## config.mk

```make
export PLATFORM = sky130hd
export DESIGN_NAME = ps2_key_decoder_flat
export DESIGN_NICKNAME = d
export VERILOG_FILES = /design/src/rtl/ps2_key_decoder_if.sv /design/src/rtl/ps2_key_decoder.sv /design/src/flat_wrapper.sv
export SDC_FILE = /design/constraint.sdc
export NUM_CORES = 1
export LEC_CHECK = 0
export ABC_AREA = 1
export CAP_MARGIN = 20
export CORE_MARGIN = 1
export CORE_UTILIZATION = 50
export DETAILED_ROUTE_END_ITERATION = 16
export PLACE_DENSITY = 0.72
export SLEW_MARGIN = 40
export SYNTH_ARGS = -nofsm -noshare
export SYNTH_HDL_FRONTEND = slang
export SYNTH_SLANG_ARGS = --single-unit
```

## constraint.sdc

```tcl
create_clock -name clk -period 5.8 [get_ports clk]
set_clock_uncertainty 0.15 [all_clocks]
set_input_delay 1.16 -clock clk [delete_from_list [all_inputs] [get_ports clk]]
set_output_delay 1.16 -clock clk [all_outputs]
set_load 0.05 [all_outputs]
```

## src/rtl/ps2_key_decoder_if.sv

```systemverilog
// Byte-in / key-event-out bundle for the PS/2 set-2 scancode decoder.
// master drives bytes and consumes events; slave is the decoder.
interface ps2_key_decoder_if #(
   parameter int CNT_W = 8
);
   logic             code_valid;
   logic [7:0]       code_in;
   logic             key_valid;
   logic             key_ready;
   logic [7:0]       key_ascii;
   logic [7:0]       key_scan;
   logic             key_ext;
   logic             key_down;
   logic [7:0]       held_scan;
   logic             shift;
   logic [CNT_W-1:0] press_count;
   logic             overflow;

   modport master (
      output code_valid, code_in, key_ready,
      input  key_valid, key_ascii, key_scan, key_ext,
      input  key_down, held_scan, shift, press_count, overflow
   );

   modport slave (
      input  code_valid, code_in, key_ready,
      output key_valid, key_ascii, key_scan, key_ext,
      output key_down, held_scan, shift, press_count, overflow
   );
endinterface

```

## src/rtl/ps2_key_decoder.sv

```systemverilog
// PS/2 set-2 scancode decoder: E0/F0 prefix tracking, shift state,
// held-key status, press counter and a FIFO of decoded key presses.
module ps2_key_decoder #(
   parameter int FIFO_DEPTH = 8,
   parameter int CNT_W      = 8
) (
   input logic              clk,
   input logic              rst,
   ps2_key_decoder_if.slave bus
);
   localparam int AW = $clog2(FIFO_DEPTH);
   localparam int EW = 17;

   typedef enum logic [1:0] {
      S_IDLE,
      S_BRK,
      S_EXT,
      S_EXT_BRK
   } state_t;

   state_t           state_q, state_d;
   logic             lsh_q, lsh_d;
   logic             rsh_q, rsh_d;
   logic             key_down_q, key_down_d;
   logic [7:0]       held_scan_q, held_scan_d;
   logic [CNT_W-1:0] press_count_q, press_count_d;
   logic             overflow_q, overflow_d;
   logic [AW:0]      wr_ptr_q, wr_ptr_d;
   logic [AW:0]      rd_ptr_q, rd_ptr_d;
   logic [EW-1:0]    mem_q [FIFO_DEPTH];
   logic [EW-1:0]    mem_d [FIFO_DEPTH];

   logic [7:0]    code;
   logic          is_e0, is_f0;
   logic          ev_make, ev_brk, ev_ext;
   logic          is_shift, is_rpt;
   logic          push_req, do_push, pop;
   logic          empty, full;
   logic [7:0]    ascii;
   logic [EW-1:0] entry, head;

   function automatic logic [7:0] ascii_of(
      input logic [7:0] sc,
      input logic       sh
   );
      logic [7:0] a;
      case (sc)
         8'h1C: a = 8'h61;
         8'h32: a = 8'h62;
         8'h21: a = 8'h63;
         8'h23: a = 8'h64;
         8'h24: a = 8'h65;
         8'h2B: a = 8'h66;
         8'h34: a = 8'h67;
         8'h33: a = 8'h68;
         8'h43: a = 8'h69;
         8'h3B: a = 8'h6A;
         8'h42: a = 8'h6B;
         8'h4B: a = 8'h6C;
         8'h3A: a = 8'h6D;
         8'h31: a = 8'h6E;
         8'h44: a = 8'h6F;
         8'h4D: a = 8'h70;
         8'h15: a = 8'h71;
         8'h2D: a = 8'h72;
         8'h1B: a = 8'h73;
         8'h2C: a = 8'h74;
         8'h3C: a = 8'h75;
         8'h2A: a = 8'h76;
         8'h1D: a = 8'h77;
         8'h22: a = 8'h78;
         8'h35: a = 8'h79;
         8'h1A: a = 8'h7A;
         8'h16: a = 8'h31;
         8'h1E: a = 8'h32;
         8'h26: a = 8'h33;
         8'h25: a = 8'h34;
         8'h2E: a = 8'h35;
         8'h36: a = 8'h36;
         8'h3D: a = 8'h37;
         8'h3E: a = 8'h38;
         8'h46: a = 8'h39;
         8'h45: a = 8'h30;
         8'h29: a = 8'h20;
         8'h5A: a = 8'h0D;
         8'h66: a = 8'h08;
         8'h0D: a = 8'h09;
         8'h76: a = 8'h1B;
         8'h41: a = 8'h2C;
         8'h49: a = 8'h2E;
         8'h4A: a = 8'h2F;
         8'h4C: a = 8'h3B;
         8'h52: a = 8'h27;
         8'h54: a = 8'h5B;
         8'h5B: a = 8'h5D;
         8'h4E: a = 8'h2D;
         8'h55: a = 8'h3D;
         default: a = 8'h00;
      endcase
      // only the alphabet has a shifted form
      if (sh && a >= 8'h61 && a <= 8'h7A) begin
         a = a - 8'h20;
      end
      return a;
   endfunction

   assign code  = bus.code_in;
   assign is_e0 = (code == 8'hE0);
   assign is_f0 = (code == 8'hF0);

   always_comb begin
      state_d = state_q;
      ev_make = 1'b0;
      ev_brk  = 1'b0;
      ev_ext  = 1'b0;
      if (bus.code_valid) begin
         unique case (state_q)
            S_IDLE: begin
               if (is_e0) begin
                  state_d = S_EXT;
               end else if (is_f0) begin
                  state_d = S_BRK;
               end else begin
                  ev_make = 1'b1;
               end
            end
            S_BRK: begin
               if (!is_e0 && !is_f0) begin
                  ev_brk  = 1'b1;
                  state_d = S_IDLE;
               end
            end
            S_EXT: begin
               if (is_f0) begin
                  state_d = S_EXT_BRK;
               end else if (!is_e0) begin
                  ev_make = 1'b1;
                  ev_ext  = 1'b1;
                  state_d = S_IDLE;
               end
            end
            S_EXT_BRK: begin
               if (!is_e0 && !is_f0) begin
                  ev_brk  = 1'b1;
                  ev_ext  = 1'b1;
                  state_d = S_IDLE;
               end
            end
            default: state_d = S_IDLE;
         endcase
      end
   end

   assign empty = (wr_ptr_q == rd_ptr_q);
   assign full  = (wr_ptr_q[AW] != rd_ptr_q[AW]) &&
                  (wr_ptr_q[AW-1:0] == rd_ptr_q[AW-1:0]);

   assign is_shift = !ev_ext && (code == 8'h12 || code == 8'h59);
   assign is_rpt   = key_down_q && (held_scan_q == code);
   assign push_req = ev_make && !is_shift;
   assign pop      = !empty && bus.key_ready;
   assign do_push  = push_req && (!full || pop);

   // shift seen here is the state before this byte takes effect
   assign ascii = ev_ext ? 8'h00 : ascii_of(code, lsh_q | rsh_q);
   assign entry = {ev_ext, code, ascii};

   always_comb begin
      lsh_d         = lsh_q;
      rsh_d         = rsh_q;
      key_down_d    = key_down_q;
      held_scan_d   = held_scan_q;
      press_count_d = press_count_q;
      overflow_d    = overflow_q;
      wr_ptr_d      = wr_ptr_q;
      rd_ptr_d      = rd_ptr_q;
      mem_d         = mem_q;
      if (is_shift && (ev_make || ev_brk)) begin
         if (code == 8'h12) begin
            lsh_d = ev_make;
         end else begin
            rsh_d = ev_make;
         end
      end
      if (push_req) begin
         held_scan_d = code;
         key_down_d  = 1'b1;
         if (!is_rpt) begin
            press_count_d = press_count_q + CNT_W'(1);
         end
         if (full && !pop) begin
            overflow_d = 1'b1;
         end
      end
      if (ev_brk && !is_shift && code == held_scan_q) begin
         key_down_d = 1'b0;
      end
      if (do_push) begin
         mem_d[wr_ptr_q[AW-1:0]] = entry;
         wr_ptr_d = wr_ptr_q + (AW+1)'(1);
      end
      if (pop) begin
         rd_ptr_d = rd_ptr_q + (AW+1)'(1);
      end
   end

   always_ff @(posedge clk or posedge rst) begin
      if (rst) begin
         state_q       <= S_IDLE;
         lsh_q         <= 1'b0;
         rsh_q         <= 1'b0;
         key_down_q    <= 1'b0;
         held_scan_q   <= 8'h00;
         press_count_q <= '0;
         overflow_q    <= 1'b0;
         wr_ptr_q      <= '0;
         rd_ptr_q      <= '0;
         for (int i = 0; i < FIFO_DEPTH; i++) begin
            mem_q[i] <= '0;
         end
      end else begin
         state_q       <= state_d;
         lsh_q         <= lsh_d;
         rsh_q         <= rsh_d;
         key_down_q    <= key_down_d;
         held_scan_q   <= held_scan_d;
         press_count_q <= press_count_d;
         overflow_q    <= overflow_d;
         wr_ptr_q      <= wr_ptr_d;
         rd_ptr_q      <= rd_ptr_d;
         mem_q         <= mem_d;
      end
   end

   // head fields read as zero while the queue is empty
   assign head            = empty ? '0 : mem_q[rd_ptr_q[AW-1:0]];
   assign bus.key_valid   = !empty;
   assign bus.key_ext     = head[16];
   assign bus.key_scan    = head[15:8];
   assign bus.key_ascii   = head[7:0];
   assign bus.key_down    = key_down_q;
   assign bus.held_scan   = held_scan_q;
   assign bus.shift       = lsh_q | rsh_q;
   assign bus.press_count = press_count_q;
   assign bus.overflow    = overflow_q;
endmodule

```

## src/flat_wrapper.sv

```systemverilog
// flat-port wrapper written by rule: the top's interface ports become plain ports
module ps2_key_decoder_flat 
#(
   parameter int FIFO_DEPTH = 8,
   parameter int CNT_W      = 8
)
  (clk, rst, bus_code_valid, bus_code_in, bus_key_ready, bus_key_valid, bus_key_ascii, bus_key_scan, bus_key_ext, bus_key_down, bus_held_scan, bus_shift, bus_press_count, bus_overflow);
  ps2_key_decoder_if #(.CNT_W(CNT_W)) bus_i ();
  input logic clk;
  input logic rst;
  input wire logic [$bits(bus_i.code_valid)-1:0] bus_code_valid;
  input wire logic [$bits(bus_i.code_in)-1:0] bus_code_in;
  input wire logic [$bits(bus_i.key_ready)-1:0] bus_key_ready;
  output wire logic [$bits(bus_i.key_valid)-1:0] bus_key_valid;
  output wire logic [$bits(bus_i.key_ascii)-1:0] bus_key_ascii;
  output wire logic [$bits(bus_i.key_scan)-1:0] bus_key_scan;
  output wire logic [$bits(bus_i.key_ext)-1:0] bus_key_ext;
  output wire logic [$bits(bus_i.key_down)-1:0] bus_key_down;
  output wire logic [$bits(bus_i.held_scan)-1:0] bus_held_scan;
  output wire logic [$bits(bus_i.shift)-1:0] bus_shift;
  output wire logic [$bits(bus_i.press_count)-1:0] bus_press_count;
  output wire logic [$bits(bus_i.overflow)-1:0] bus_overflow;
  assign bus_i.code_valid = bus_code_valid;
  assign bus_i.code_in = bus_code_in;
  assign bus_i.key_ready = bus_key_ready;
  assign bus_key_valid = bus_i.key_valid;
  assign bus_key_ascii = bus_i.key_ascii;
  assign bus_key_scan = bus_i.key_scan;
  assign bus_key_ext = bus_i.key_ext;
  assign bus_key_down = bus_i.key_down;
  assign bus_held_scan = bus_i.held_scan;
  assign bus_shift = bus_i.shift;
  assign bus_press_count = bus_i.press_count;
  assign bus_overflow = bus_i.overflow;
  ps2_key_decoder #(.FIFO_DEPTH(FIFO_DEPTH), .CNT_W(CNT_W)) u_core (.clk(clk), .rst(rst), .bus(bus_i));
endmodule
```

-- Yosys cells after proc, flatten, opt, wreduce, memory -nomap -nowiden
Memory sizes are Yosys's and may differ from the RTL's.
Cells that the tools add are included.
- register bits: 166
- bits in read-only memories: 896
- input port bits: 12
- output and inout port bits: 37
- logic and storage cells: 108
- memories: 1
- $add $sub $neg: 4
- magnitude comparators: 5
- equality and inequality tests: 15
- mux-type cells: 29
- bitwise logic cells: 5
- reduce and logical (&&, ||, !) cells: 32
- memory list (memory ; depth ; bits a word ; rd ports ; clocked after Yosys merged registers in ; write ports ; RTL line ; text):
    (name not given) ; 128 ; 7 ; 1 ; 0 ; 0 ; ps2_key_decoder.sv:47 ; case (sc)
- operators with widths (operator ; count):
    136-bit bitwise mux ; 1
    17-bit two-way mux ; 4
    17-bit binary-select mux with 3-bit select ; 1
    17-bit demux with 3-bit select ; 1
    8-bit two-way mux ; 3
    8-bit == test ; 2
    8-bit == test (second input constant) ; 2
    1-bit logical AND ; 14
    1-bit two-way mux ; 11
    2-bit two-way mux ; 5
    4-bit by 1-bit adder with 4-bit output (second input constant) ; 2
    8-bit by 1-bit adder with 8-bit output (second input constant) ; 1
    8-bit by 5-bit == test with 1-bit output (second input constant) ; 1
    8-bit by 7-bit == test with 1-bit output (second input constant) ; 1
    4-bit greater-or-equal comparator (second input constant) ; 2
    8-bit by 7-bit greater-or-equal comparator with 1-bit output (second input constant) ; 1
    8-bit by 7-bit <= comparator with 1-bit output (second input constant) ; 1
    3-bit inverter with 4-bit output ; 2
    2-bit AND reduction ; 4
    8-bit by 6-bit subtractor with 8-bit output (second input constant) ; 1
    1-bit zero test ; 7
    2-bit case mux with 3 select lines ; 1
    2-bit == test (second input constant) ; 2
    4-bit == test ; 1
    other kinds (15) ; 19

-- Logic depth before layout (Yosys ltp)
- word-level depth: 12
- gate-level depth with buffers: 20
- depth with buffers taken out: 17

-- Worst setup path after synthesis
Ideal clock, no wire load.
- kind: register -> output
- start point: reg u_core.rd_ptr_q[0]
- end point: out bus_key_ascii[7]
- arrival time: 2702 ps
- setup slack: 1788 ps
- cell stages (with the launch flop): 11
- buffers on the path: 2
- cells stage by stage: dfrtp_1 clkbuf_1 clkinv_1 nand2_1 a21oi_1 nand2_1 nor2_1 inv_1 clkbuf_1 o21ai_0 a31oi_1
- longest elaborated chain between the ends: 5
- RTL lines (element ; RTL line ; text):
    from (decl) ; ps2_key_decoder.sv:29 ; logic [AW:0] rd_ptr_q, rd_ptr_d;
    from (signal assigned) ; ps2_key_decoder.sv:230 ; rd_ptr_q <= rd_ptr_d;
    3-bit inverter with 4-bit output (not written as such) ; ps2_key_decoder.sv:236 ; assign head = empty ? '0 : mem_q[rd_ptr_q[AW-1:0]];
    17-bit binary-select mux with 3-bit select ; ps2_key_decoder.sv:236 ;
    17-bit two-way mux (not written as such) (2 in series) ; ps2_key_decoder.sv:236 ;
    17-bit two-way mux (*) ; ps2_key_decoder.sv:236 ;
    to (decl) ; flat_wrapper.sv:15 ; output wire logic [$bits(bus_i.key_ascii)-1:0] bus_key_ascii;
Mark *: on every way between the ends. The rest lies on a longest branch, timed or not. The select of a mux whose other input is x is not followed.

-- Worst setup path after layout
- start point: reg u_core.rd_ptr_q[1]
- end point: out bus_key_scan[0]
- longest elaborated chain between the ends: 5
- RTL lines (element ; RTL line ; text):
    3-bit inverter with 4-bit output (not written as such) ; ps2_key_decoder.sv:236 ;
    17-bit binary-select mux with 3-bit select ; ps2_key_decoder.sv:236 ;
    17-bit two-way mux (not written as such) (2 in series) ; ps2_key_decoder.sv:236 ;
    17-bit two-way mux (*) ; ps2_key_decoder.sv:236 ;
    to (decl) ; flat_wrapper.sv:16 ; output wire logic [$bits(bus_i.key_scan)-1:0] bus_key_scan;
Marks and branches as above.

==> summary.txt <==
result of the run: finished, final reports clean
worst-case headroom to the max-slew limit: 49.5%
worst setup path class: reg -> out
share of synthesized flip-flops with an asynchronous set or reset: 100%
antenna diode count: 0
number of global-route vias before repair: 7390
leading area contributor after synthesis: sky130_fd_sc_hd__dfrtp_1
sum of buffers and inverters on the critical path: 3
final period utilization: 84.9%
buffers inserted by post-CTS timing repair: 0
cell at the root of the clock tree: sky130_fd_sc_hd__clkbuf_16
half-perimeter wire length after placement: 15.9 mm
switching part of the total power: 46.8%
post-cts hold buffer count: 0
crit path cell chain: inv_1 > buf_4 > o21ai_0 > o22ai_1 > o21ai_0 > a31oi_1 > clkdlybuf4s50_1
initial cell density of the core: 51.0%
die height: 134 um
yosys synthesis warning count: 0
class of the most critical hold timing path: reg -> reg
final weighted congestion of routability-driven global placement: 0.946
CTS-repair resized insts: 0
total CTS buffers: 17
largest family of logic cells by synthesized area: simple AND/OR/NAND/NOR gates
Worst setup SP type: register
share of synthesized area occupied by flip-flops and latches: 47.4%
Crit. End Element: output pin
Crit Path Max Fanout: 18
relative contribution of sequential cells to total power: 33.4%
DRT Wirelength: 23.8 mm
area fraction of the dominant cell type after synthesis: 47.4%
number of max-slew violations in the final report: 0
I/O pins: 49
leading post-synthesis cells by cell area: sky130_fd_sc_hd__dfrtp_1, sky130_fd_sc_hd__nand2_1, sky130_fd_sc_hd__o21ai_0
most common library cell in the layout ignoring fill and taps: sky130_fd_sc_hd__nand2_1
post-synthesis share of cell area spent on full adders, half adders and majority gates: 1.71%
Cell Area, Synth: 8760 um^2
Power Density: 593 nW/um^2
fraction of power consumed by combinational cells: 47.4%
Post-synth EDFFs: 0
Req. time, crit path: 4.49 ns
cell with the largest stage delay on the worst path: sky130_fd_sc_hd__clkdlybuf4s50_1
layout cell share with drive strength beyond 1: 6.72%
area fraction in and, or, nand and nor cells after synthesis: 26.6%
initial detailed-routing violation count: 748
worst hold-check slack: 0.324 ns
Distinct cells, synth: 35
first-pass GRT wire length: 39.0 mm
Gate Count Post-Synth: 1158
internal power consumption: 0.00313 W
Final Setup Violations: 0
post-synthesis share of cell area spent on xor and xnor gates: 2.00%
top library cells by usage in the layout, fill and taps aside: sky130_fd_sc_hd__nand2_1, sky130_fd_sc_hd__o21ai_0, sky130_fd_sc_hd__dfrtp_1
leakage power: 4.82 nW
pre-CTS setup slack: 0.840 ns
Most used DFF post-synth: sky130_fd_sc_hd__dfrtp_1
unrepaired setup endpoints after global routing: no
number of maximum-capacitance violations: 0
hold violation count in the final report: 0
cell area after placement: 9320 um^2
core footprint: 17200 um^2
synthesized flop and latch total: 166
initial antenna violation count: 0
Post-layout nets: 1201
average routed wire per standard cell: 16.8 um
port buffer count: 48
final sum of negative setup slack: 0 ns
Tightest Pin Transition: 0.754 ns
total iterations of the first detailed-routing run: 5
post-route standard cell area excluding fillers: 9910 um^2
area fraction in compound gates after synthesis: 15.5%
Avg Vias per Cell: 5.58
number of buffers on the longest clock path: 2
Fmax achieved: 203 MHz
vias: 7891
clock latency at the later pin of the worst-skew pair: 0.44 ns
number of H-tree branching levels: 4
clock slew seen by the registers of the worst setup and hold paths: 0.07 ns
Crit path arrival time: 3.61 ns
Layout Area Growth over Synthesis: 13.1%
setup slack of the critical path after layout: 0.876 ns
# DRC: 0
clock tree from TritonCTS: built
cell row count: 48
net count of the mapped netlist: 1182
maximum vdd drop: 0.343 mV
critical path's largest stage delay: 0.87 ns
Psw: 0.00275 W
Clock Power Share: 19.2%
CTS sink cnt: 166
Detail Route Antenna Nets: 0
x dimension of the die: 134 um
final worst path period need: 4.92 ns
overall global routing resource usage: 28.0%
average size of a mapped cell: 7.57 um^2
maximum number of pins on one net before global-route repair: 102
gate family responsible for the most delay along the worst path: buffers and inverters
full die area: 18100 um^2
fraction of synthesized area in multiplexers: 0%
Overflow after GRT: 0
most frequent cell on the critical path: sky130_fd_sc_hd__o21ai_0
worst min-delay path: stages (launching register included):
cell and delay, ns:
sky130_fd_sc_hd__dfrtp_1 0.34, sky130_fd_sc_hd__nand2_1 0.05, sky130_fd_sc_hd__nand2_1 0.06
power by group through the flow:
stage / clock network (W) / registers [W] / logic (W)
6_report: 0.00113 / 0.00196 / 0.00279
5_1_grt: 0.00119 / 0.00202 / 0.00303
4_1_cts: 0.00114 / 0.00195 / 0.00278
3_5_place_dp: 0 / 0.00196 / 0.00276
3_3_place_gp: 0 / 0.00196 / 0.00273
2_1_floorplan: 0 / 0.00202 / 0.00187
layer usage:
layer / global-route usage, % / wire length (um) / vias up / part of all wire [%]
met4: 10.7 / 589 / 0 / 2.5
met1: 40.3 / 10900 / 3721 / 46
met2: 42.2 / 10900 / 287 / 46
li1: - / - / 3831 / -
met5: 0 / 0 / - / 0
met3: 4.69 / 1410 / 52 / 5.9
path summary, 6_finish.rpt:
check	from	end	slack, ns	depth (start not counted)
max	u_core.rd_ptr_q[1]$_DFFE_PP0P_	bus_key_scan[0]	0.88	7
min reg2reg	u_core.mem_q[1]$_DFFE_PP0P_	u_core.mem_q[1]$_DFFE_PP0P_	0.32	2
min	u_core.mem_q[1]$_DFFE_PP0P_	u_core.mem_q[1]$_DFFE_PP0P_	0.32	2
max reg2reg	u_core.rd_ptr_q[1]$_DFFE_PP0P_	u_core.mem_q[57]$_DFFE_PP0P_	2.93	9
min in group asynchronous	rst	u_core.mem_q[111]$_DFFE_PP0P_	0.96	2
max in group asynchronous	rst	u_core.bus.held_scan[0]$_DFFE_PP0P_	3.61	3
cell usage after synthesis (13+ instances only):
cell / n
sky130_fd_sc_hd__o21ai_0: 188
sky130_fd_sc_hd__nand2_1: 344
sky130_fd_sc_hd__nor2_1: 119
sky130_fd_sc_hd__a21oi_1: 22
sky130_fd_sc_hd__inv_1: 55
sky130_fd_sc_hd__clkbuf_1: 30
sky130_fd_sc_hd__a31oi_1: 14
sky130_fd_sc_hd__buf_2: 17
sky130_fd_sc_hd__o22ai_1: 14
sky130_fd_sc_hd__inv_2: 13
sky130_fd_sc_hd__nand3_1: 76
sky130_fd_sc_hd__dfrtp_1: 166
sequential cells by signal (all words and copies together) (netlist names):
register and cells:
u_core.lsh_q 1, u_core.rd_ptr_q 4, u_core.wr_ptr_q 4, u_core.rsh_q 1
u_core.bus.held_scan 8, u_core.state_q 2, u_core.mem_q 136, u_core.bus.press_count 8
u_core.bus.key_down 1, u_core.bus.overflow 1
area by class of cell:
| type | count | area (um^2) |
|---|---|---|
| Sequential cell | 166 | 4160 |
| Inverter | 70 | 267 |
| Clock inverter | 15 | 155 |
| Tap cell | 225 | 282 |
| Multi-Input combinational cell | 859 | 4020 |
| Clock buffer | 17 | 425 |
| Timing Repair Buffer | 63 | 606 |
| Fill cell | 1669 | 7270 |
per-stage QoR:
stage	power [W]	std cells	util [%]
final	0.00588	1415	57.7
after global routing	0.00623	1415	57.7
after CTS	0.00588	1415	57.7
after detailed placement	0.00473	1383	54.3
after global placement	0.00469	1383	54.3
after floorplan	0.00389	1158	-
cells by family (layout without fill, tap and decap cells):
group | after synthesis | after routing
AND/OR/NAND/NOR | 568 | 568
XOR/XNOR | 20 | 20
adder cells (fa/ha/maj) | 12 | 12
flip-flops | 166 | 166
buffers and inverters | 133 | 165
AO/OA/AOI/OAI | 259 | 259
No activity file was read; power rests on OpenSTA's default activity.
